$ cat src/rtl/display_scheduler.sv
// Purpose: arbitrates the 8-digit display between live src0, message src1 and alert src2 (src2 > src1).
// Latency: all outputs registered; src0 passthrough and message accept take effect one cycle later.
// Backpressure: src1/src2 hold req until a one-cycle ack; losers and same-priority requests wait for the display.
module display_scheduler #(
    parameter int TICK_DIV    = 100000,
    parameter int HOLD_TICKS  = 2000,
    parameter int GAP_TICKS   = 100,
    parameter int BLINK_TICKS = 250,
    parameter int BLINK_EN    = 1
) (
    input  logic        CLK100MHZ,
    input  logic        reset,
    input  logic [31:0] src0_digits,
    input  logic        src0_disp8,
    input  logic        src1_req,
    input  logic [31:0] src1_digits,
    input  logic        src1_disp8,
    output logic        src1_ack,
    input  logic        src2_req,
    input  logic [31:0] src2_digits,
    input  logic        src2_disp8,
    output logic        src2_ack,
    output logic [3:0]  BCD0,
    output logic [3:0]  BCD1,
    output logic [3:0]  BCD2,
    output logic [3:0]  BCD3,
    output logic [3:0]  BCD4,
    output logic [3:0]  BCD5,
    output logic [3:0]  BCD6,
    output logic [3:0]  BCD7,
    output logic        disp8,
    output logic        off,
    output logic        busy,
    output logic [1:0]  active_src
);

    localparam int PW = (TICK_DIV    > 0) ? $clog2(TICK_DIV + 1)    : 1;
    localparam int HW = (HOLD_TICKS  > 0) ? $clog2(HOLD_TICKS + 1)  : 1;
    localparam int GW = (GAP_TICKS   > 0) ? $clog2(GAP_TICKS + 1)   : 1;
    localparam int BW = (BLINK_TICKS > 0) ? $clog2(BLINK_TICKS + 1) : 1;

    localparam logic [PW-1:0] PRESC_LAST = PW'(TICK_DIV - 1);
    localparam logic [HW-1:0] HOLD_LOAD  = HW'(HOLD_TICKS);
    localparam logic [HW-1:0] HOLD_ONE   = HW'(1);
    localparam logic [GW-1:0] GAP_LOAD   = GW'(GAP_TICKS);
    localparam logic [GW-1:0] GAP_ONE    = GW'(1);
    localparam logic [BW-1:0] BLINK_LOAD = BW'(BLINK_TICKS);
    localparam logic [BW-1:0] BLINK_ONE  = BW'(1);

    typedef enum logic [1:0] {S_IDLE, S_SHOW, S_GAP} state_t;

    state_t          r_state, w_state_nxt;
    logic [PW-1:0]   r_presc;
    logic [HW-1:0]   r_hold_cnt;
    logic [GW-1:0]   r_gap_cnt;
    logic [BW-1:0]   r_blink_cnt;

    logic [31:0]     r_bcd, w_bcd_nxt;
    logic            r_disp8, w_disp8_nxt;
    logic            r_off, w_off_nxt;
    logic            r_busy, w_busy_nxt;
    logic [1:0]      r_active_src, w_active_nxt;
    logic            r_src1_ack, r_src2_ack, w_src1_ack_nxt, w_src2_ack_nxt;

    logic            w_enter_show, w_grant2, w_enter_gap, w_entry;
    logic            w_tick, w_req1, w_req2, w_any_req, w_hold_done, w_gap_done, w_preempt;
    logic            w_blink_flip;

    // A req seen while its own ack is high is the already-accepted request, not a new one.
    assign w_req1      = src1_req & ~r_src1_ack;
    assign w_req2      = src2_req & ~r_src2_ack;
    assign w_any_req   = w_req1 | w_req2;
    assign w_tick      = (r_presc == PRESC_LAST);
    assign w_hold_done = w_tick && (r_hold_cnt <= HOLD_ONE);
    assign w_gap_done  = w_tick && (r_gap_cnt <= GAP_ONE);
    assign w_preempt   = (r_active_src == 2'd1) && w_req2;
    assign w_blink_flip = (BLINK_EN != 0) && (r_state == S_SHOW) && (r_active_src == 2'd2)
                          && w_tick && (r_blink_cnt <= BLINK_ONE);
    assign w_enter_gap = (w_state_nxt == S_GAP) && (r_state != S_GAP);
    assign w_entry     = w_enter_show || w_enter_gap
                         || ((w_state_nxt == S_IDLE) && (r_state != S_IDLE));

    // State register.
    always_ff @(posedge CLK100MHZ or posedge reset) begin
        if (reset) r_state <= S_IDLE;
        else       r_state <= w_state_nxt;
    end

    // Next-state: arbitration, timed exits and src2-over-src1 preemption.
    always_comb begin
        w_state_nxt  = r_state;
        w_enter_show = 1'b0;
        w_grant2     = 1'b0;
        case (r_state)
            S_IDLE: begin
                if (w_any_req) begin
                    w_state_nxt  = S_SHOW;
                    w_enter_show = 1'b1;
                    w_grant2     = w_req2;
                end
            end
            S_SHOW: begin
                if (w_preempt) begin
                    w_enter_show = 1'b1;
                    w_grant2     = 1'b1;
                end else if (w_hold_done) begin
                    if (GAP_TICKS != 0) begin
                        w_state_nxt = S_GAP;
                    end else if (w_any_req) begin
                        w_enter_show = 1'b1;
                        w_grant2     = w_req2;
                    end else begin
                        w_state_nxt = S_IDLE;
                    end
                end
            end
            S_GAP: begin
                if (w_preempt) begin
                    w_state_nxt  = S_SHOW;
                    w_enter_show = 1'b1;
                    w_grant2     = 1'b1;
                end else if (w_gap_done) begin
                    if (w_any_req) begin
                        w_state_nxt  = S_SHOW;
                        w_enter_show = 1'b1;
                        w_grant2     = w_req2;
                    end else begin
                        w_state_nxt = S_IDLE;
                    end
                end
            end
            default: w_state_nxt = S_IDLE;
        endcase
    end

    // Next output values: latch winner on accept, follow src0 in IDLE, blank in GAP, blink alerts.
    always_comb begin
        w_bcd_nxt      = r_bcd;
        w_disp8_nxt    = r_disp8;
        w_off_nxt      = r_off;
        w_busy_nxt     = r_busy;
        w_active_nxt   = r_active_src;
        w_src1_ack_nxt = 1'b0;
        w_src2_ack_nxt = 1'b0;
        if (w_enter_show) begin
            w_bcd_nxt      = w_grant2 ? src2_digits : src1_digits;
            w_disp8_nxt    = w_grant2 ? src2_disp8  : src1_disp8;
            w_active_nxt   = w_grant2 ? 2'd2 : 2'd1;
            w_src2_ack_nxt = w_grant2;
            w_src1_ack_nxt = ~w_grant2;
            w_off_nxt      = 1'b0;
            w_busy_nxt     = 1'b1;
        end else begin
            case (w_state_nxt)
                S_IDLE: begin
                    w_bcd_nxt    = src0_digits;
                    w_disp8_nxt  = src0_disp8;
                    w_off_nxt    = 1'b0;
                    w_busy_nxt   = 1'b0;
                    w_active_nxt = 2'd0;
                end
                S_GAP: begin
                    w_off_nxt  = 1'b1;
                    w_busy_nxt = 1'b1;
                end
                default: begin
                    if (w_blink_flip) w_off_nxt = ~r_off;
                end
            endcase
        end
    end

    // Output registers.
    always_ff @(posedge CLK100MHZ or posedge reset) begin
        if (reset) begin
            r_bcd        <= 32'd0;
            r_disp8      <= 1'b0;
            r_off        <= 1'b1;
            r_busy       <= 1'b0;
            r_active_src <= 2'd0;
            r_src1_ack   <= 1'b0;
            r_src2_ack   <= 1'b0;
        end else begin
            r_bcd        <= w_bcd_nxt;
            r_disp8      <= w_disp8_nxt;
            r_off        <= w_off_nxt;
            r_busy       <= w_busy_nxt;
            r_active_src <= w_active_nxt;
            r_src1_ack   <= w_src1_ack_nxt;
            r_src2_ack   <= w_src2_ack_nxt;
        end
    end

    // Prescaler and tick counters; all restart on state entry so durations are whole ticks.
    always_ff @(posedge CLK100MHZ or posedge reset) begin
        if (reset) begin
            r_presc     <= '0;
            r_hold_cnt  <= '0;
            r_gap_cnt   <= '0;
            r_blink_cnt <= '0;
        end else begin
            if (w_entry || w_tick) r_presc <= '0;
            else                   r_presc <= r_presc + 1'b1;

            if (w_enter_show)
                r_hold_cnt <= HOLD_LOAD;
            else if ((r_state == S_SHOW) && w_tick && (r_hold_cnt != '0))
                r_hold_cnt <= r_hold_cnt - 1'b1;

            if (w_enter_gap)
                r_gap_cnt <= GAP_LOAD;
            else if ((r_state == S_GAP) && w_tick && (r_gap_cnt != '0))
                r_gap_cnt <= r_gap_cnt - 1'b1;

            if (w_enter_show || ((r_state == S_SHOW) && w_tick && (r_blink_cnt <= BLINK_ONE)))
                r_blink_cnt <= BLINK_LOAD;
            else if ((r_state == S_SHOW) && w_tick)
                r_blink_cnt <= r_blink_cnt - 1'b1;
        end
    end

    assign BCD0       = r_bcd[3:0];
    assign BCD1       = r_bcd[7:4];
    assign BCD2       = r_bcd[11:8];
    assign BCD3       = r_bcd[15:12];
    assign BCD4       = r_bcd[19:16];
    assign BCD5       = r_bcd[23:20];
    assign BCD6       = r_bcd[27:24];
    assign BCD7       = r_bcd[31:28];
    assign disp8      = r_disp8;
    assign off        = r_off;
    assign busy       = r_busy;
    assign active_src = r_active_src;
    assign src1_ack   = r_src1_ack;
    assign src2_ack   = r_src2_ack;

endmodule

$ cat config.mk
export PLATFORM = sky130hd
export DESIGN_NAME = display_scheduler
export DESIGN_NICKNAME = d
export VERILOG_FILES = /design/src/rtl/display_scheduler.sv
export SDC_FILE = /design/constraint.sdc
export NUM_CORES = 1
export LEC_CHECK = 0
export ABC_AREA = 1
export CORE_MARGIN = 2
export CORE_UTILIZATION = 40
export CTS_CLUSTER_SIZE = 14
export DETAILED_ROUTE_END_ITERATION = 10
export DONT_BUFFER_PORTS = 1
export GPL_TIMING_DRIVEN = 1
export SETUP_SLACK_MARGIN = 0.3
export SYNTH_ARGS = -nofsm -noshare
export SYNTH_HDL_FRONTEND = slang
export SYNTH_SLANG_ARGS = --single-unit
$ cat constraint.sdc
create_clock -name CLK100MHZ -period 6.5 [get_ports CLK100MHZ]
set_clock_uncertainty 0.05 [all_clocks]
set_input_delay 0.325 -clock CLK100MHZ [delete_from_list [all_inputs] [get_ports CLK100MHZ]]
set_output_delay 0.325 -clock CLK100MHZ [all_outputs]
set_load 0.01 [all_outputs]
After elaboration in Yosys (flattened, before gate mapping)
Index checks and enable logic that the tools add are counted.

RAM bits: 0. Output and inout bits: 39. Bits of input ports: 103. ROM bits: 0. Register bits after elaboration: 84. Bits in latches: 0. Memories kept: 0.

Eq/ne operators: 7. $add $sub $neg: 4. Shift operators: 0. Bitwise logic cells: 7. Multiply operators: 0. Magnitude comparators: 3. Muxes and demuxes: 39. Reduce and logical (&&, ||, !) cells: 28. Div/mod/pow operators: 0.

Operator list (count): $mux W32 (3); $mux W11 (2); $add A17 B1 Y17 const B (1); $eq A17 B17 Y1 const B (1); $mux W17 (1); $mux W1 (16); $mux W2 (8); $mux W8 (2); $mux W7 (2); $logic_and A1 B1 Y1 (13); $le A11 B1 Y1 const B (1); $reduce_bool A11 Y1 (1); $sub A11 B1 Y11 const B (1); $reduce_bool A2 Y1 (5); $le A8 B1 Y1 const B (1); $sub A8 B1 Y8 const B (1); $le A7 B1 Y1 const B (1); $reduce_bool A7 Y1 (1); $sub A7 B1 Y7 const B (1); $eq A2 B2 Y1 const B (3); $pmux W1 S3 (2); $pmux W2 S3 (1); $eq A2 B1 Y1 const B (2); $logic_not A2 Y1 (2); 8 further kinds (16).

Depth between registers and ports, before layout
Gate-level depths: netlist (run 1).

Depth after elaboration: 13. Mapped depth: 15.

Worst setup path after synthesis (run 1)
OpenSTA, ideal clock, no wires.

Path type: register to register. Start point: register r_presc[0]. End point: register r_presc[10]. Stages on the path, launching flop included: 12. Slack: 4.471 ns. Arrival: 1.857 ns. Required time: 6.328 ns. Clock period less this slack: 2.029 ns. Path buffers: 1. Cells stage by stage: dfrtp_1 -> ha_1 -> nand2_2 -> nor2_4 -> inv_2 -> nor3_4 -> nand2_2 -> a21boi_2 -> nand3_4 -> o21ai_4 -> buf_12 -> nor2_2.

Cells in the longest elaborated chain, start to end: 11. Elaborated cells on any way between the ends: 20. Those cells by class: 1 x add/sub; 2 x eq/ne; 9 x mux; 8 x reduce/logical.

RTL lines: from (decl) (line 53) `logic [PW-1:0] r_presc;`; from (signal assigned) (line 203) `else r_presc <= r_presc + 1'b1;`; $eq A17 B17 Y1 (line 73) `assign w_tick = (r_presc == PRESC_LAST);`; $logic_and A1 B1 Y1 (on tied branches) (line 75, 74); $mux W2 (on tied branches) (line 122, 106); $mux W2 (on tied branches) (line 118, 103); $pmux W2 S3 (line 94) `case (r_state)`; $eq A2 B2 Y1 (line 79) `assign w_enter_gap = (w_state_nxt == S_GAP) && (r_state != S_GAP);`; $logic_and A1 B1 Y1 (line 79); $logic_or A1 B1 Y1 (line 80) `assign w_entry = w_enter_show || w_enter_gap`; $logic_or A1 B1 Y1 (line 81) `|| ((w_state_nxt == S_IDLE) && (r_state != S_IDLE));`; $logic_or A1 B1 Y1 (line 202) `if (w_entry || w_tick) r_presc <= '0;`; $mux W17 (*) (line 202).

Every way passes the cells marked *; elsewhere a longest branch is shown, timed or not. A chain may end at the register's enable or synchronous reset.

Worst setup path after layout (run 1)
Start point: register r_gap_cnt[1]. End point: register r_bcd[20].

Cells in the longest elaborated chain, start to end: 7. Elaborated cells on any way between the ends: 15. Those cells by class: 1 x order compare; 11 x mux; 3 x reduce/logical.

RTL lines: from (decl) (line 55) `logic [GW-1:0] r_gap_cnt;`; from (signal assigned) (line 213) `r_gap_cnt <= r_gap_cnt - 1'b1;`; $le A7 B1 Y1 (*) (line 75) `assign w_gap_done = w_tick && (r_gap_cnt <= GAP_ONE);`; $logic_and A1 B1 Y1 (*) (line 75); $mux W1 / $mux W2 (equally long branches) (line 122) `end else if (w_gap_done) begin`; $mux W1 / $mux W2 (equally long branches) (line 118) `if (w_preempt) begin`; $pmux W1 S3 / $pmux W2 S3 (equally long branches) (line 94); $mux W32 / $logic_not A2 Y1 (equally long branches) (line 146, 154); $mux W32 / $reduce_bool A2 Y1 (equally long branches); to (signal assigned) (line 184) `r_bcd <= w_bcd_nxt;`; to (decl) (line 58) `logic [31:0] r_bcd, w_bcd_nxt;`.

Marked as above.

==> impl_metrics.toml, run 1 <==
[critical_path]
rr_worst_depth = 12
r2r-end = "r_bcd[20]$_DFFE_PP0P_"
cp_max_fo = 45
worst_ep_required_time_ps = 6670
critical_path_class = "register to register"
crit_cells = 12
critPathSlowestCell = "inv_2"
critPathMaxStageDelay_ps = 710
worstReg2RegStart = "r_gap_cnt[1]$_DFFE_PP0P_"
worst_setup_path_start_kind = "register"
crit_chain = "inv_1 > ha_1 > a21oi_1 > nor2_1 > nand3_1 > nand2_2 > nand2_2 > nand2_4 > inv_2 > nand2_4 > nand2_1 > nand2_1"
path_buf_inv = 2
critPathTopFamily = "simple AND/OR/NAND/NOR gates"
crit_path_end_kind = "register"
ff2ff_setup_slack_ps = 3480
critical_path_arrival_ps = 3190

[final_layout]
insertedDiodeCount = 0
drive_gt1_share_pct = 8.50
areaGrowthSynthToFinish_pct = 7.22
regArea_um2 = 2100
nFillCells = 1195
final_nets = 754
multi_input_area_um2 = 2420

[min_path]
min_path_type = "input pin to async pin"

[cts]
clockBufferDepth = 2
cts_resized = 0
clock-sinks = 84
cts_root_buf = "clkbuf_16"
numCtsBuffers = 9
post_cts_buffers = 0
clock_latency_ps = 330
path_clk_slew_ps = 60
cts_tree = "yes"
cts_htree_levels = 3
cts.hold.buffers_added = 0

[sta]
setup_tns_ps = 0
rsz0062_at_grt = "no"
hold_viol = 0
tightest_slew_ps = 1220
relSlewSlack_pct = 18.4
period_needed_ps = 3020
slew_viol_final = 0
final.period_utilization_pct = 46.5
setup_viol = 0
max_freq_ghz = 0.331

[drt]
drc = 0
ant_nets = 0
via_count = 4126
firstDrtPassIters = 5
drt_iter0_markers = 197
viasPerCell = 5.20
drt_wl_total_mm = 10.8
wire_per_inst_um = 13.6

[synthesis]
synthCells = 650
avgSynthCellArea_um2 = 7.49
yosys_register_bits = 84
yosysUniqueCellTypes = 37
synth_edf_count = 0
yosysWarnings = 0
synth_flop_cell = "dfrtp_1"
netlist_area_um2 = 4870
syn_nets = 762
async_flop_share_pct = 100
ys_seq_area_share_pct = 43.2

[floorplanning]
start_util_pct = 40.7
core_area_um2 = 12000
core.rowCount = 40
die_area_um2 = 13100
die_w_um = 114
io_pins = 142
dieHeight_um = 114

[pwr]
combPwrFrac_pct = 26.0
power_switching_mw = 0.681
switching_share_pct = 37.6
clkPwrFrac_pct = 28.4
vdd_drop_max_v = 0.000147
p_leak_nw = 2.47
seqPwrFrac_pct = 45.6
power.internal_mw = 1.13
p_per_area_nw_per_um2 = 347
p_total_mw = 1.81

[place]
place.gp.congestion = 0.826
io_buffers = 0
post-dp-hpwl_mm = 7.79

[run]
cap_violations = 0

[global_routing]
grt_pass1_vias = 3808
grt_overflow = 0
grt_util_all_layers_pct = 16.8
grt_max_degree = 85
grt_pass1_wl_mm = 17.7
antenna_found_initial = 0

[outcome]
status = "finished clean"
## flip-flops by register name, indices dropped and copies added (netlist names)
signal       cells
r_bcd           32
active_src       2
src2_ack         1
src1_ack         1
r_state          2
busy             1
r_presc         17
r_hold_cnt      11
disp8            1
r_gap_cnt        7
r_blink_cnt      8
off              1
## synthesized netlist by cell type, types with 4 or more instances
cell type / instances / area (µm²)
inv_1: 45 / 169
nor2_1: 56 / 210
o21ai_0: 20 / 100
nand4_1: 11 / 68.8
dfrtp_1: 83 / 2080
nand2_1: 228 / 856
nor2_2: 12 / 75.1
a21oi_1: 14 / 70.1
nor3_1: 10 / 50.1
ha_1: 9 / 113
xor2_1: 16 / 140
clkbuf_1: 4 / 15.0
inv_2: 5 / 18.8
nand2_2: 4 / 25.0
buf_6: 6 / 67.6
nand3_1: 89 / 445
buf_2: 10 / 50.1
## layer usage
metal | part of all wire, % | global-route usage [%] | vias up | wire length (µm)
li1 | - | - | 2059 | -
met1 | 45 | 21.9 | 1911 | 4840
met2 | 47 | 27.0 | 140 | 5130
met3 | 6.3 | 3.81 | 16 | 681
met4 | 1.5 | 6.75 | 0 | 163
met5 | 0 | 0 | - | 0
## per-stage QoR
step / instances / utilization (%) / cell area, µm² / hold WS, ps / setup WS, ps
3_5_place_dp: 778 / 41.1 / 4910 / 408 / 3470
2_1_floorplan: 650 / - / 4870 / 383 / 3960
6_report: 794 / 43.6 / 5220 / 145 / 3480
3_3_place_gp: 778 / 41.1 / 4910 / 398 / 3600
4_1_cts: 794 / 43.6 / 5220 / 156 / 3450
5_1_grt: 794 / 43.6 / 5220 / 187 / 3180
## cell families (layout without fill, tap and decap cells)
family	after synthesis	after routing	share of synthesized area, %
AND/OR/NAND/NOR	428	428	39.5
XOR/XNOR	19	19	3.42
buffers and inverters	71	68	6.99
AO/OA/AOI/OAI	39	39	4.58
flip-flops	84	84	43.2
adder cells (fa/ha/maj)	9	9	2.31
## cell usage in the layout (no fill, tap or decap), drive strengths merged
cell type	n
and3	1
inv	49
clkinv	3
dfrtp	83
nor2	71
a41oi	1
buf	2
a21oi	15
nand3	92
dfstp	1
o21bai	1
nor3b	1
clkbuf	12
nand4	12
or2	2
ha	9
a21boi	1
nand3b	3
clkinvlp	1
nand2	235
o21ai	21
bufinv	1
xor2	16
xnor2	3
nor3	11
## worst max-delay path by stage
stage | from | end | slack, ps
floorplan | reset | active_src[0]$_DFFE_PP0P_ | 3960
global placement | r_gap_cnt[1]$_DFFE_PP0P_ | r_bcd[2]$_DFFE_PP0P_ | 3600
detailed placement | r_gap_cnt[1]$_DFFE_PP0P_ | r_bcd[29]$_DFFE_PP0P_ | 3470
CTS | r_gap_cnt[1]$_DFFE_PP0P_ | r_bcd[29]$_DFFE_PP0P_ | 3450
global route | r_gap_cnt[1]$_DFFE_PP0P_ | r_bcd[20]$_DFFE_PP0P_ | 3180
finish | r_gap_cnt[1]$_DFFE_PP0P_ | r_bcd[20]$_DFFE_PP0P_ | 3480
## power by group through the flow
stage,combinational (mW),clock (mW),sequential (mW)
global placement,0.459,0,0.834
CTS,0.478,0.529,0.827
floorplan,0.428,0,0.791
detailed placement,0.480,0,0.831
finish,0.471,0.514,0.825
global route,0.549,0.555,0.841
## area by class of cell
| type | instances | area share, % |
|---|---|---|
| Timing Repair Buffer | 2 | 0.288 |
| Clock buffer | 12 | 4.91 |
| Clock inverter | 4 | 0.911 |
| Multi-Input combinational cell | 495 | 46.4 |
| Sequential cell | 84 | 40.3 |
| Inverter | 50 | 3.62 |
| Tap cell | 147 | 3.52 |
Power figures use the tool's default switching activity.
==> run 2: changes to the inputs <==
clock period = 2.8 ns   (was 6.5 ns; I/O delays follow)
==> run 2 against run 1 <==
Against the previous run:
- highest routed layer unchanged
- clock power grew to 2.7 times the previous value
- worst hold slack lost 140 ps
- non-clock buffer count grew 94
- combinational power grew to 2.9 times the previous value
- critical path depth grew 1
==> impl_metrics.toml, run 2 (synthesis gave the netlist of run 1 again) <==
[critical_path]
worst_ep_required_time_ps = 2970
worst_setup_path_start_kind = "register"
rr_worst_depth = 13
critPathMaxStageDelay_ps = 380
crit_cells = 13
path_buf_inv = 2
cp_max_fo = 17
critPathSlowestCell = "dfrtp_1"
crit_chain = "ha_1 > nand2_2 > nor2_4 > inv_2 > nor3_4 > nand2_2 > nand2_1 > nand3_2 > nor2_4 > nor2_4 > buf_12 > nand2_1 > nand2_1"
crit_path_end_kind = "register"
critical_path_class = "register to register"
critPathTopFamily = "simple AND/OR/NAND/NOR gates"
critical_path_arrival_ps = 2460

[cts]
clock-sinks = 84
cts_root_buf = "clkbuf_16"
clockBufferDepth = 2
path_clk_slew_ps = 60
clock_latency_ps = 340
cts_tree = "yes"
cts_htree_levels = 3
numCtsBuffers = 9

[final_layout]
insertedDiodeCount = 0
drive_gt1_share_pct = 9.03
largest_register_ffs = 32
final_nets = 849
layout_common_cells = "nand2_1 (228), nand3_1 (89), dlygate4sd3_1 (85)"
layout_commonest_cell = "nand2_1"
nFillCells = 1061
areaGrowthSynthToFinish_pct = 29.0
largest-register = "r_bcd"
top_regs = "r_bcd x32, r_presc x17, r_hold_cnt x11"

[sta]
tightest_slew_ps = 823
hold_viol = 0
setup_tns_ps = 0
max_freq_ghz = 0.436
worst_slack_ps = 508
rsz0062_at_grt = "no"
slew_viol_final = 0
final.period_utilization_pct = 81.8
setup_viol = 0
period_needed_ps = 2290
relSlewSlack_pct = 45.1

[drt]
firstDrtPassIters = 6
ant_nets = 0
drt_wl_total_mm = 13.4
via_count = 4686
drc = 0
viasPerCell = 5.27
wire_per_inst_um = 15.1
drt_iter0_markers = 308

[floorplanning]
io_pins = 142
start_util_pct = 40.7
core_area_um2 = 12000
core.rowCount = 40
dieHeight_um = 114
die_w_um = 114
die_area_um2 = 13100

[global_routing]
grt_pass1_vias = 4572
grt_util_met1_pct = 25.8
grt_util_all_layers_pct = 20.5
globalRouteMet3Util_pct = 5.24
grtUsageMet2_pct = 33.7
grt_max_degree = 47
antenna_found_initial = 0
grt_busiest_layer = "met2"
grt_overflow = 0
grt_pass1_wl_mm = 21.5

[pwr]
p_leak_nw = 2.92
clkPwrFrac_pct = 29.8
power.internal_mw = 2.95
switching_share_pct = 36.6
seqPwrFrac_pct = 41.1
p_per_area_nw_per_um2 = 742
combPwrFrac_pct = 29.1
vdd_drop_max_v = 0.000471
power_switching_mw = 1.71

[place]
io_buffers = 0
pre_cts_ws_ps = 276
place.gp.congestion = 0.839
post-dp-hpwl_mm = 8.27

[min_path]
min_path_type = "input pin to register"
hold_depth = 4

[outcome]
status = "finished clean"

[run]
cap_violations = 0
==> run 2: worst paths after layout <==
path / from / end / slack, ps
max: r_presc[0]$_DFF_PP0_ / r_bcd[6]$_DFFE_PP0P_ / 510
min: src0_digits[26] / r_bcd[26]$_DFFE_PP0P_ / 7
max reg2reg: r_presc[0]$_DFF_PP0_ / r_bcd[6]$_DFFE_PP0P_ / 510
min reg2reg: r_presc[0]$_DFF_PP0_ / r_presc[0]$_DFF_PP0_ / 430
max in group asynchronous: reset / off$_DFFE_PP1P_ / 1590
min in group asynchronous: reset / r_bcd[22]$_DFFE_PP0P_ / 350
==> run 2: power by group through the flow <==
stage / sequential (mW) / combinational, mW / clock, mW
floorplan: 1.84 / 0.994 / 0
global placement: 1.94 / 1.11 / 0
detailed placement: 1.93 / 1.16 / 0
CTS: 1.92 / 1.25 / 1.43
global route: 1.95 / 1.52 / 1.47
finish: 1.92 / 1.36 / 1.39
==> run 2: area by class of cell <==
cell class	instances	area [µm²]	share of cell area [%]
Multi-Input combinational cell	496	2460	39.3
Sequential cell	84	2100	33.5
Timing Repair Buffer	96	983	15.7
Clock buffer	12	256	4.09
Inverter	50	191	3.05
Tap cell	147	184	2.93
Clock inverter	4	95.1	1.51
==> run 2: repair_timing <==
item                                    4_1_cts  5_1_grt
endpoints found under the setup margin       11       61
pin swaps                                     0        3
setup buffers                                 0        5
hold endpoints to repair                     78        0
hold buffers                                 85        0
gates cloned                                  0        1
gates resized for setup                       0        7
==> run 2: per-layer routing <==
layer	wire (µm)	part of all wire, %	up-vias
li1	-	-	2256
met1	5530	41	2205
met2	6590	49	197
met3	987	7.3	28
met4	325	2.4	0
met5	0	0	-
==> run 2: worst register-to-register path: cells and delay by family (launching register included) <==
family        cells  cell delay (ps)
buf+inv           2              230
flops             1              380
simple gates     10             1290
fa+ha+maj         1              220
==> run 2: per-stage QoR <==
| stage | cell area, µm² | hold slack, ps | std cells | power [mW] | util (%) |
|---|---|---|---|---|---|
| after global routing | 6280 | 22.6 | 889 | 4.94 | 52.5 |
| after detailed placement | 4970 | 160 | 782 | 3.09 | 41.5 |
| final | 6280 | 7.22 | 889 | 4.66 | 52.5 |
| after CTS | 6170 | 0.000167 | 883 | 4.60 | 51.6 |
| after floorplan | 4870 | 306 | 650 | 2.83 | - |
| after global placement | 4970 | 148 | 782 | 3.04 | 41.5 |
==> run 3: changes to the inputs <==
ABC_AREA = 0   (was 1)
clock period = 2.24 ns   (was 2.8 ns; I/O delays follow)
==> run 3 against run 2 <==
Against the previous run:
- the flow now finishes with violations (negative setup slack)
- global-route usage up 6.2 points
- utilization rose by 14 points
- synthesized cell count is 32% lower
- fmax increased by 1.1%
- power rose by 13%
- highest routed layer unchanged
- register-to-register slack got worse by 540 ps
- largest power group unchanged
- setup slack got worse by 540 ps
- via count decreased by 4.6%
==> impl_metrics.toml, run 3 <==
[critical_path]
worst_ep_required_time_ps = 2490
crit_chain = "ha_2 > and4_4 > and4bb_2 > and2_4 > buf_6 > o21ai_4 > buf_4 > buf_6 > a22oi_2 > o21ai_1"
critPathMaxStageDelay_ps = 390
worst_setup_path_start_kind = "register"
crit_path_end_kind = "register"
critPathMostFrequentCell = "buf_6"
critPathSlowestCell = "dfrtp_1"
ff2ff_setup_slack_ps = -30
cp_max_fo = 5
critical_path_class = "register to register"
rr_worst_depth = 10
critical_path_arrival_ps = 2520

[run]
cap_violations = 0

[floorplanning]
io_pins = 142
start_util_pct = 41.4
die_area_um2 = 11600
die_w_um = 108
core.rowCount = 37
core_area_um2 = 10400
dieHeight_um = 108

[synthesis]
synth_top_cell_by_area = "dfrtp_1"
yosysWarnings = 0
synth_edf_count = 0
synthCells = 441
avgSynthCellArea_um2 = 9.75
yosysTopAreaCellShare_pct = 48.3
yosys_register_bits = 84
synth_flop_cell = "dfrtp_1"
syn_nets = 553
yosysUniqueCellTypes = 49
netlist_area_um2 = 4300
async_flop_share_pct = 100
yosysMostFrequentCell = "dfrtp_1"
synth_common_cells = "dfrtp_1 (83), a22oi_1 (66), nor2_1 (44)"
ys_seq_area_share_pct = 48.9
synth_area_leaders = "dfrtp_1 (48%), a22oi_1 (12%), o21ai_0 (4.9%)"

[final_layout]
final_nets = 714
top_regs = "r_bcd x32, r_presc x17, r_hold_cnt x11"
largest-register = "r_bcd"
layout_common_cells = "dlygate4sd3_1 (100), dfrtp_1 (81), a22oi_1 (42)"
largest_register_ffs = 32
layout_commonest_cell = "dlygate4sd3_1"
drive_gt1_share_pct = 28.7
areaGrowthSynthToFinish_pct = 59.9
instances_no_fill = 744
final_util_pct = 66.3

[pwr]
combPwrFrac_pct = 30.2
vdd_drop_max_v = 0.000561
power_switching_mw = 1.94
seqPwrFrac_pct = 47.5
p_per_area_nw_per_um2 = 765
switching_share_pct = 36.9
clkPwrFrac_pct = 22.3
p_leak_nw = 2.81
power.internal_mw = 3.32

[cts]
clock-sinks = 84
path_clk_slew_ps = 110
numCtsBuffers = 9
clock_latency_ps = 380
clockBufferDepth = 2
cts_tree = "yes"
cts_htree_levels = 3
cts_root_buf = "clkbuf_8"

[sta]
slew_viol_final = 0
holdWs_ps = 193
max_freq_ghz = 0.441
setup_viol = 2
relSlewSlack_pct = 62.2
tightest_slew_ps = 566
worst_slack_ps = -27.4
final.period_utilization_pct = 101
period_needed_ps = 2270
setup_tns_ps = -40.5
hold_viol = 0
rsz0062_at_grt = "yes"

[global_routing]
grt_util_all_layers_pct = 26.7
grt_pass1_vias = 4689
grt_overflow = 0
grt_max_degree = 37
antenna_found_initial = 0
grt_pass1_wl_mm = 24.1

[drt]
drt_wl_total_mm = 16.3
viasPerCell = 6.01
wire_per_inst_um = 21.9
ant_nets = 0
drc = 0
via_count = 4471
firstDrtPassIters = 5
drt_iter0_markers = 361

[min_path]
hold_depth = 4
min_path_type = "input pin to register"

[place]
post-dp-hpwl_mm = 8.04
dpl.cell_count = 582
io_buffers = 0
place.gp.congestion = 0.872

[outcome]
violations = "negative setup slack"
status = "complete, but fails checks"
==> run 3: power groups by stage <==
stage               clock [mW]  combinational, mW  sequential (mW)
finish                    1.17               1.59             2.50
global route              1.25               1.71             2.53
CTS                       1.16               1.30             2.44
detailed placement           0              0.967             2.45
global placement             0              0.911             2.46
floorplan                    0              0.733             2.36
==> run 3: metrics by stage <==
step | cell area, µm² | power [mW] | setup slack [ps]
2_1_floorplan | 4460 | 3.09 | 53.2
3_3_place_gp | 4710 | 3.37 | -30.7
3_5_place_dp | 4710 | 3.41 | -16.2
4_1_cts | 6440 | 4.90 | 93.8
5_1_grt | 6870 | 5.49 | -49.1
6_report | 6870 | 5.26 | -27.4
==> run 3: worst max-delay path, delay by kind of cell, from the launching register on <==
| family | cells | cell delay (ps) |
|---|---|---|
| AOI/OAI and AO/OA | 3 | 540 |
| buffers and inverters | 3 | 420 |
| DFF | 1 | 390 |
| and+or+nand+nor | 3 | 590 |
| adders and majority gates | 1 | 190 |
==> run 3: logic make-up (layout without fill, tap and decap cells) <==
logic type               count (synthesis)  count (layout)  synth area share, %
AO/OA/AOI/OAI                          137             137                 21.5
XOR/XNOR                                30              30                 6.11
adder cells (fa/ha/maj)                  9               9                 2.62
buffers and inverters                   30             196                 2.77
flip-flops                              84              84                 48.9
multiplexers                             1               1                0.262
other                                    0               1                    0
AND/OR/NAND/NOR                        150             150                 17.8
==> run 3: final timing paths <==
| path | startpoint | end |
|---|---|---|
| min | src2_req | src1_ack$_DFF_PP0_ |
| max reg2reg | r_presc[1]$_DFF_PP0_ | r_bcd[31]$_DFFE_PP0P_ |
| max in group asynchronous | reset | r_gap_cnt[3]$_DFFE_PP0P_ |
| min in group asynchronous | reset | r_bcd[18]$_DFFE_PP0P_ |
| max | r_presc[1]$_DFF_PP0_ | r_bcd[31]$_DFFE_PP0P_ |
| min reg2reg | r_hold_cnt[10]$_DFFE_PP0P_ | r_hold_cnt[10]$_DFFE_PP0P_ |
==> run 3: cell type report <==
cell class                 count  area (µm²)
fill                         716        3500
timing repair buffer         169        1830
clock buffer                   9         124
inverter                      11        45.0
multi-input combinational    327        2510
antenna                        1        2.50
sequential                    84        2110
tap                          136         170
clock inverter                 7        81.3
==> run 3: repair_timing <==
action / CTS / global route
endpoints found under the setup margin: 79 / 81
pin swaps: 22 / 24
endpoints found under the hold margin: 54 / 0
gates cloned: 7 / 1
hold buffers: 100 / 0
setup buffers: 20 / 17
resized for setup: 55 / 53
==> run 3: routing by layer <==
metal | vias up | routed length, µm | GRT usage, %
met3 | 47 | 1300 | 7.38
met1 | 2225 | 6030 | 32.2
met5 | - | 0 | 0
met2 | 255 | 8380 | 45.5
met4 | 0 | 593 | 9.89
li1 | 1944 | - | -
